`src/rtl/mem_b_write_ctrl_if.sv`:
```
// mem_b_write_ctrl_if: source handshake and memory B write bus
// for the destination side of the mem-to-mem transfer path.
interface mem_b_write_ctrl_if #(
  parameter int AW = 3,
  parameter int DW = 8
);
  logic          start;
  logic [AW:0]   len;
  logic [DW-1:0] in_data;
  logic          in_valid;
  logic          in_ready;
  logic          wr_en;
  logic [AW-1:0] wr_addr;
  logic [DW-1:0] wr_data;
  logic          busy;
  logic          done;
  logic [AW:0]   count;
  logic [DW-1:0] chk;

  modport master (
    output start,
    output len,
    output in_data,
    output in_valid,
    input  in_ready,
    input  wr_en,
    input  wr_addr,
    input  wr_data,
    input  busy,
    input  done,
    input  count,
    input  chk
  );

  modport slave (
    input  start,
    input  len,
    input  in_data,
    input  in_valid,
    output in_ready,
    output wr_en,
    output wr_addr,
    output wr_data,
    output busy,
    output done,
    output count,
    output chk
  );
endinterface

```
`src/rtl/mem_b_write_ctrl.sv`:
```
// mem_b_write_ctrl: memory B write strobes for the mem-to-mem path.
// Optional XOR checksum of written words under MEMB_CHECKSUM_EN.
module mem_b_write_ctrl #(
  parameter int AW = 3,
  parameter int DW = 8
) (
  input logic                   clk,
  input logic                   rst,
  mem_b_write_ctrl_if.slave     bus
);

  typedef enum logic [1:0] {
    S_IDLE,
    S_XFER,
    S_DONE
  } state_t;

  localparam logic [AW:0] DEPTH = (AW+1)'(1) << AW;

  state_t        r_state;
  state_t        w_next;
  logic          w_ready;
  logic          w_busy;
  logic          w_done;
  logic          w_start;
  logic          w_accept;
  logic          w_last;
  logic [AW:0]   r_limit;
  logic [AW:0]   r_count;
  logic [AW-1:0] r_addr;
  logic          r_wr_en;
  logic [AW-1:0] r_wr_addr;
  logic [DW-1:0] r_wr_data;

  assign w_start  = (r_state == S_IDLE) && bus.start;
  assign w_accept = w_ready && bus.in_valid;
  assign w_last   = (r_count + 1'b1) == r_limit;

  always_ff @(posedge clk) begin
    if (rst) r_state <= S_IDLE;
    else     r_state <= w_next;
  end

  always_comb begin
    w_next = r_state;
    unique case (r_state)
      S_IDLE: if (bus.start) w_next = S_XFER;
      S_XFER: if (w_accept && w_last) w_next = S_DONE;
      S_DONE: w_next = S_IDLE;
      default: w_next = S_IDLE;
    endcase
  end

  always_comb begin
    w_ready = 1'b0;
    w_busy  = 1'b0;
    w_done  = 1'b0;
    unique case (r_state)
      S_XFER: begin
        w_ready = 1'b1;
        w_busy  = 1'b1;
      end
      S_DONE: begin
        w_busy = 1'b1;
        w_done = 1'b1;
      end
      default: ;
    endcase
  end

  // Write strobes lag the accept by one cycle; count tracks them.
  always_ff @(posedge clk) begin
    if (rst) begin
      r_limit   <= '0;
      r_count   <= '0;
      r_addr    <= '0;
      r_wr_en   <= 1'b0;
      r_wr_addr <= '0;
      r_wr_data <= '0;
    end else begin
      r_wr_en <= w_accept;
      if (w_start) begin
        r_limit <= (bus.len == '0) ? DEPTH : bus.len;
        r_count <= '0;
        r_addr  <= '0;
      end else if (w_accept) begin
        r_wr_addr <= r_addr;
        r_wr_data <= bus.in_data;
        r_addr    <= r_addr + 1'b1;
        r_count   <= r_count + 1'b1;
      end
    end
  end

`ifdef MEMB_CHECKSUM_EN
  logic [DW-1:0] r_chk;

  always_ff @(posedge clk) begin
    if (rst)           r_chk <= '0;
    else if (w_start)  r_chk <= '0;
    else if (w_accept) r_chk <= r_chk ^ bus.in_data;
  end

  assign bus.chk = r_chk;
`else
  assign bus.chk = '0;
`endif

  assign bus.in_ready = w_ready;
  assign bus.busy     = w_busy;
  assign bus.done     = w_done;
  assign bus.wr_en    = r_wr_en;
  assign bus.wr_addr  = r_wr_addr;
  assign bus.wr_data  = r_wr_data;
  assign bus.count    = r_count;

endmodule

```
`src/flat_wrapper.sv`:
```
// flat-port wrapper written by rule: the top's interface ports become plain ports
module mem_b_write_ctrl_flat 
#(
  parameter int AW = 3,
  parameter int DW = 8
)
  (clk, rst, bus_start, bus_len, bus_in_data, bus_in_valid, bus_in_ready, bus_wr_en, bus_wr_addr, bus_wr_data, bus_busy, bus_done, bus_count, bus_chk);
  mem_b_write_ctrl_if #(.AW(AW), .DW(DW)) bus_i ();
  input logic clk;
  input logic rst;
  input wire logic [$bits(bus_i.start)-1:0] bus_start;
  input wire logic [$bits(bus_i.len)-1:0] bus_len;
  input wire logic [$bits(bus_i.in_data)-1:0] bus_in_data;
  input wire logic [$bits(bus_i.in_valid)-1:0] bus_in_valid;
  output wire logic [$bits(bus_i.in_ready)-1:0] bus_in_ready;
  output wire logic [$bits(bus_i.wr_en)-1:0] bus_wr_en;
  output wire logic [$bits(bus_i.wr_addr)-1:0] bus_wr_addr;
  output wire logic [$bits(bus_i.wr_data)-1:0] bus_wr_data;
  output wire logic [$bits(bus_i.busy)-1:0] bus_busy;
  output wire logic [$bits(bus_i.done)-1:0] bus_done;
  output wire logic [$bits(bus_i.count)-1:0] bus_count;
  output wire logic [$bits(bus_i.chk)-1:0] bus_chk;
  assign bus_i.start = bus_start;
  assign bus_i.len = bus_len;
  assign bus_i.in_data = bus_in_data;
  assign bus_i.in_valid = bus_in_valid;
  assign bus_in_ready = bus_i.in_ready;
  assign bus_wr_en = bus_i.wr_en;
  assign bus_wr_addr = bus_i.wr_addr;
  assign bus_wr_data = bus_i.wr_data;
  assign bus_busy = bus_i.busy;
  assign bus_done = bus_i.done;
  assign bus_count = bus_i.count;
  assign bus_chk = bus_i.chk;
  mem_b_write_ctrl #(.AW(AW), .DW(DW)) u_core (.clk(clk), .rst(rst), .bus(bus_i));
endmodule
```
`config.mk`:
```
export PLATFORM = sky130hd
export DESIGN_NAME = mem_b_write_ctrl_flat
export DESIGN_NICKNAME = d
export VERILOG_FILES = /design/src/rtl/mem_b_write_ctrl_if.sv /design/src/rtl/mem_b_write_ctrl.sv /design/src/flat_wrapper.sv
export SDC_FILE = /design/constraint.sdc
export NUM_CORES = 1
export LEC_CHECK = 0
export ABC_AREA = 1
export CAP_MARGIN = 20
export CORE_MARGIN = 2
export CORE_UTILIZATION = 43
export CTS_CLUSTER_DIAMETER = 50
export DETAILED_ROUTE_END_ITERATION = 10
export MAX_ROUTING_LAYER = met4
export PLACE_DENSITY = 0.76
export SLEW_MARGIN = 20
export SYNTH_ARGS = -nofsm -noshare
export SYNTH_HDL_FRONTEND = slang
export SYNTH_SLANG_ARGS = --single-unit
```
`constraint.sdc`:
```
create_clock -name clk -period 2.2 [get_ports clk]
set_clock_uncertainty 0.2 [all_clocks]
set_input_delay 0.44 -clock clk [delete_from_list [all_inputs] [get_ports clk]]
set_output_delay 0.44 -clock clk [all_outputs]
set_load 0.02 [all_outputs]
```
# Yosys cells after proc, flatten, opt, wreduce, memory -nomap -nowiden
# Index checks and enable logic that the tools add are counted.
dict set report totals {
  register_bits 25
  word_cells 31
}
dict set report classes {
  n_addsub 2
  n_eq_ne 5
  n_mux 7
  bitwise_logic 1
  n_reduce_logical 9
}
# operator count
set op_table {}
lappend op_table {{$add 4x1->4 const B} 1}
lappend op_table {{$eq 4x4->1} 1}
lappend op_table {{$logic_not 4->1} 1}
lappend op_table {{$mux 2} 2}
lappend op_table {{$mux 4} 1}
lappend op_table {{$pmux 2 s2} 1}
lappend op_table {{$reduce_and 2->1} 2}
lappend op_table {{$reduce_or 2->1} 2}
lappend op_table {{$add 3x1->3 const B} 1}
lappend op_table {{$logic_and 1x1->1} 3}
lappend op_table {{$mux 1} 3}
lappend op_table {{$eq 2x1->1 const B} 1}
lappend op_table {{$eq 2x2->1 const B} 1}
lappend op_table {{$logic_not 2->1} 1}
lappend op_table {{$ne 2x1->1 const B} 1}
lappend op_table {{$ne 2x2->1 const B} 1}
lappend op_table {{$not 1->1} 1}

# Logic depth before layout (Yosys ltp)
dict set report logic_depth {
  depth_word 6
  mapped_depth 12
  depth_no_buf 12
}

# Least setup slack after synthesis
# OpenSTA, ideal clock, no wires.
dict set report synth_timing {
  path_kind {register to register}
  start {register u_core.r_state[1]}
  end {register u_core.r_state[0]}
  arrival_time_ps 1458
  t_required_ps 1885
  path_slack_ps 427
  path_stages_with_launch 12
  period_less_slack_ps 1773
  path_cell_list {dfxtp_1 -> inv_1 -> ha_1 -> nand2_2 -> a21oi_2 -> nand3_1 -> nor2_1 -> nand2_1 -> nand2_2 -> nand3_1 -> nand2_1 -> nor2_1}
}
dict set report synth_via {
  elab_chain_cells 6
  elab_cells_between_ends 9
}
# element line_no
set synth_lines {}
lappend synth_lines {{from (decl)} mem_b_write_ctrl.sv:20} ;# state_t r_state;
lappend synth_lines {{from (signal assigned)} mem_b_write_ctrl.sv:41} ;# else r_state <= w_next;
lappend synth_lines {{$eq 2x1->1} mem_b_write_ctrl.sv:58} ;# unique case (r_state)
lappend synth_lines {{$mux 1} mem_b_write_ctrl.sv:58}
lappend synth_lines {{via bus_in_ready} flat_wrapper.sv:15} ;# output wire logic [$bits(bus_i.in_ready)-1:0] bus_in_ready;
lappend synth_lines {{$logic_and 1x1->1} mem_b_write_ctrl.sv:36} ;# assign w_accept = w_ready && bus.in_valid;
lappend synth_lines {{$logic_and 1x1->1} mem_b_write_ctrl.sv:48} ;# S_XFER: if (w_accept && w_last) w_next = S_DONE;
lappend synth_lines {{$ne 2x1->1 (no line)} -}
lappend synth_lines {{$reduce_and 2->1 (no line)} -}
# The timed path passes the listed nets, and every way through them passes these cells.
# A chain may end at the register's enable or synchronous reset.

# Final worst setup path
dict set report layout_timing {
  start {register u_core.r_count[2], in the netlist u_core.bus.count[2]}
  end {output port bus_count[2]}
}
# element line_no
set layout_rtl {}
lappend layout_rtl {{from (decl)} mem_b_write_ctrl.sv:29} ;# logic [AW:0] r_count;
lappend layout_rtl {{from (signal assigned)} mem_b_write_ctrl.sv:90} ;# r_count <= r_count + 1'b1;
lappend layout_rtl {{to (decl)} flat_wrapper.sv:21} ;# output wire logic [$bits(bus_i.count)-1:0] bus_count;
# No word-level cell between the ends.

==> summary.txt <==
Setup CP Type -> reg2out
maximum vdd drop -> 0.846 mV
number of setup violations in the final report -> 0
clock period minus worst slack -> 2.13 ns
DRC -> 0
root buf cell -> clkbuf_4
total power -> 1.59 mW
number of cell rows -> 19
first-pass GRT wire length -> 4570 microns
share of cells above drive strength 1 -> 0.0821
H-tree levels -> 1
Clk network pwr share -> 0.133
maximum clock path buffer count -> 2
Post-Synth Simple-Gate Area -> 0.227
Max-Cap Viols -> 0
Critical path buffers and inverters -> 1
status -> finished clean
Max Transition Viols Final -> 0
Post-Syn Instances -> 158
fmax -> 470 MHz
count leader, synth -> nor2_1
synth-to-layout area growth -> 31.6%
Int Power -> 0.927 mW
Core Region -> 0.00269 sq mm
Worst Path Required -> 1.56 ns
Die X -> 56.5 microns
Routed WL per cell -> 11.2 microns
Mapped Area -> 0.00119 sq mm
Yosys warning total -> 0
global route overflow -> 0
Gate power share -> 0.468
Initial Utilization -> 0.442
sequential power share -> 0.399
r2r setup slk -> 0.40 ns
1st-pass router iterations -> 4
P per Cell Area -> 1020 mW/mm^2
Switch Pwr -> 0.662 mW
Sw Ratio -> 0.417
Avg Vias per Cell -> 4.85
Yosys top cell area share -> 0.422
fin nets -> 219
worst hold path class -> reg2reg
Avg Inst Size Synth -> 7.51 sq um
hold_buf cts -> 0
Commonest cells post-synth -> nor2_1, dfxtp_1, inv_1, nand2_1, o21ai_0
Top FF cell, synth -> dfxtp_1
adder-cell share of the synthesized area -> 0.0738
n_diodes -> 0
CP delay by family, top -> buffers and inverters
EDFF count, synth -> 0
# port buffers -> 34
clock sinks -> 25
Die Area -> 0.00319 sq mm
post-synthesis xor/xnor area fraction -> 0.00738
Yosys top cell by area -> dfxtp_1
total track usage -> 0.187
RSZ-0062 raised after global routing -> false
Setup TNS -> 0 ns
largest net degree at the start of global routing -> 17
CP peak stage delay -> 0.66 ns
DRT iter0 DRCs -> 28
CTS buffer count -> 3
worst path cell trace -> clkdlybuf4s50_1
register area share after synthesis -> 0.422
Final Hold Fails -> 0
asr flop ratio synth -> 0
Die Y -> 56.5 microns
Ports -> 43
Arrival @ worst endpoint -> 1.49 ns
post-synthesis compound-gate area fraction -> 0.145
Yosys cell types -> 24
initial antenna violation count -> 0
vias in the first global route -> 1051
Reg clk slew, reported paths -> 0.14 ns
multiplexer share of the synthesized area -> 0
via count -> 1096
Area contributors post-synth -> dfxtp_1, nor2_1, ha_1
RD Place Congestion -> 0.803
period utilization -> 0.967
Post-DRT Antenna Nets -> 0
Detailed Place HPWL -> 1960 microns
slowest CP cell -> clkdlybuf4s50_1
CP Capture Type -> output port
Synth Register Bits -> 25
DRT Wirelength -> 2530 microns
CTS tree -> yes
largest family of logic cells by synthesized area -> simple AND/OR/NAND/NOR gates
Skew-Pair Late Insertion Delay -> 0.33 ns
CP Max Fanout -> 7
Pleak -> 0.699 nW
crit start category -> flop
final timing paths:
| path | start | endpoint | cells after the start |
|---|---|---|---|
| setup / recovery | u_core.bus.count[2] | bus_count[2] | 1 |
| hold / removal | u_core.r_limit[2] | u_core.r_limit[2] | 2 |
| hold reg to reg | u_core.r_limit[2] | u_core.r_limit[2] | 2 |
| setup reg to reg | u_core.r_state[0] | u_core.bus.count[2] | 7 |
flip-flops by register name (all words and copies together) (netlist names):
signal and flops:
u_core.r_addr 3, u_core.r_state 2, u_core.r_limit 4, u_core.bus.wr_addr 3, u_core.bus.wr_data 8, u_core.bus.count 4
u_core.bus.wr_en 1
kinds of logic after synthesis:
kind of cell | after synthesis
AND/OR/NAND/NOR | 62
AO/OA/AOI/OAI | 32
buffers and inverters | 30
flip-flops | 25
adder cells (fa/ha/maj) | 7
XOR/XNOR | 1
other | 1
per-stage QoR:
step / instance area [sq um] / hold slack (ns) / util / setup slack [ns] / instances
CTS: 1560 / 0.286 / 0.581 / 0.0141 / 226
global route: 1560 / 0.311 / 0.581 / 0.0383 / 226
detailed placement: 1540 / 0.266 / 0.572 / 0.214 / 222
finish: 1560 / 0.285 / 0.581 / 0.0719 / 226
global placement: 1540 / 0.260 / 0.572 / 0.230 / 222
floorplan: 1210 / 0.244 / - / 0.427 / 165
cell usage in the layout (no fill, tap or decap), drive strengths merged:
cell,synthesis,final
nor3,1,1
buf,8,2
clkdlybuf4s50,0,31
a21oi,12,12
a31oi,1,1
nand3,8,8
xor2,1,1
nor2,30,30
ha,7,7
dlygate4sd2,0,3
nand4,2,2
conb,1,8
o211ai,1,1
clkbuf,2,3
o21ai,17,17
or2,1,1
o31a,1,1
nand2,20,20
inv,20,20
dfxtp,25,25
clkinv,0,1
routing by layer:
layer  vias up  share of wire  GRT usage
met5         -              0          -
met4         0          0.013     0.0612
met3         3          0.067     0.0461
met2        35           0.48      0.304
met1       496           0.44      0.226
li1        562              -          -
layout make-up:
type / instances / area [sq um]
fillers: 263 / 1120
multi-input cells: 110 / 567
repair buffers: 36 / 352
flip-flops and latches: 25 / 502
well taps: 31 / 38.8
clock buffers: 3 / 22.5
clock inverters: 1 / 5.00
inverters: 20 / 75.1
power by group through the flow:
stage / logic (mW) / clock network [mW] / registers [mW]
3_5_place_dp: 0.776 / 0 / 0.640
2_1_floorplan: 0.432 / 0 / 0.696
3_3_place_gp: 0.757 / 0 / 0.634
6_report: 0.743 / 0.212 / 0.633
4_1_cts: 0.753 / 0.219 / 0.631
5_1_grt: 0.839 / 0.231 / 0.647
timing repair:
item,4_1_cts,5_1_grt
endpoints found under the hold margin,0,0
setup buffers,0,0
resized for setup,3,1
setup endpoints to repair,3,1
No activity file was read; power rests on OpenSTA's default activity.
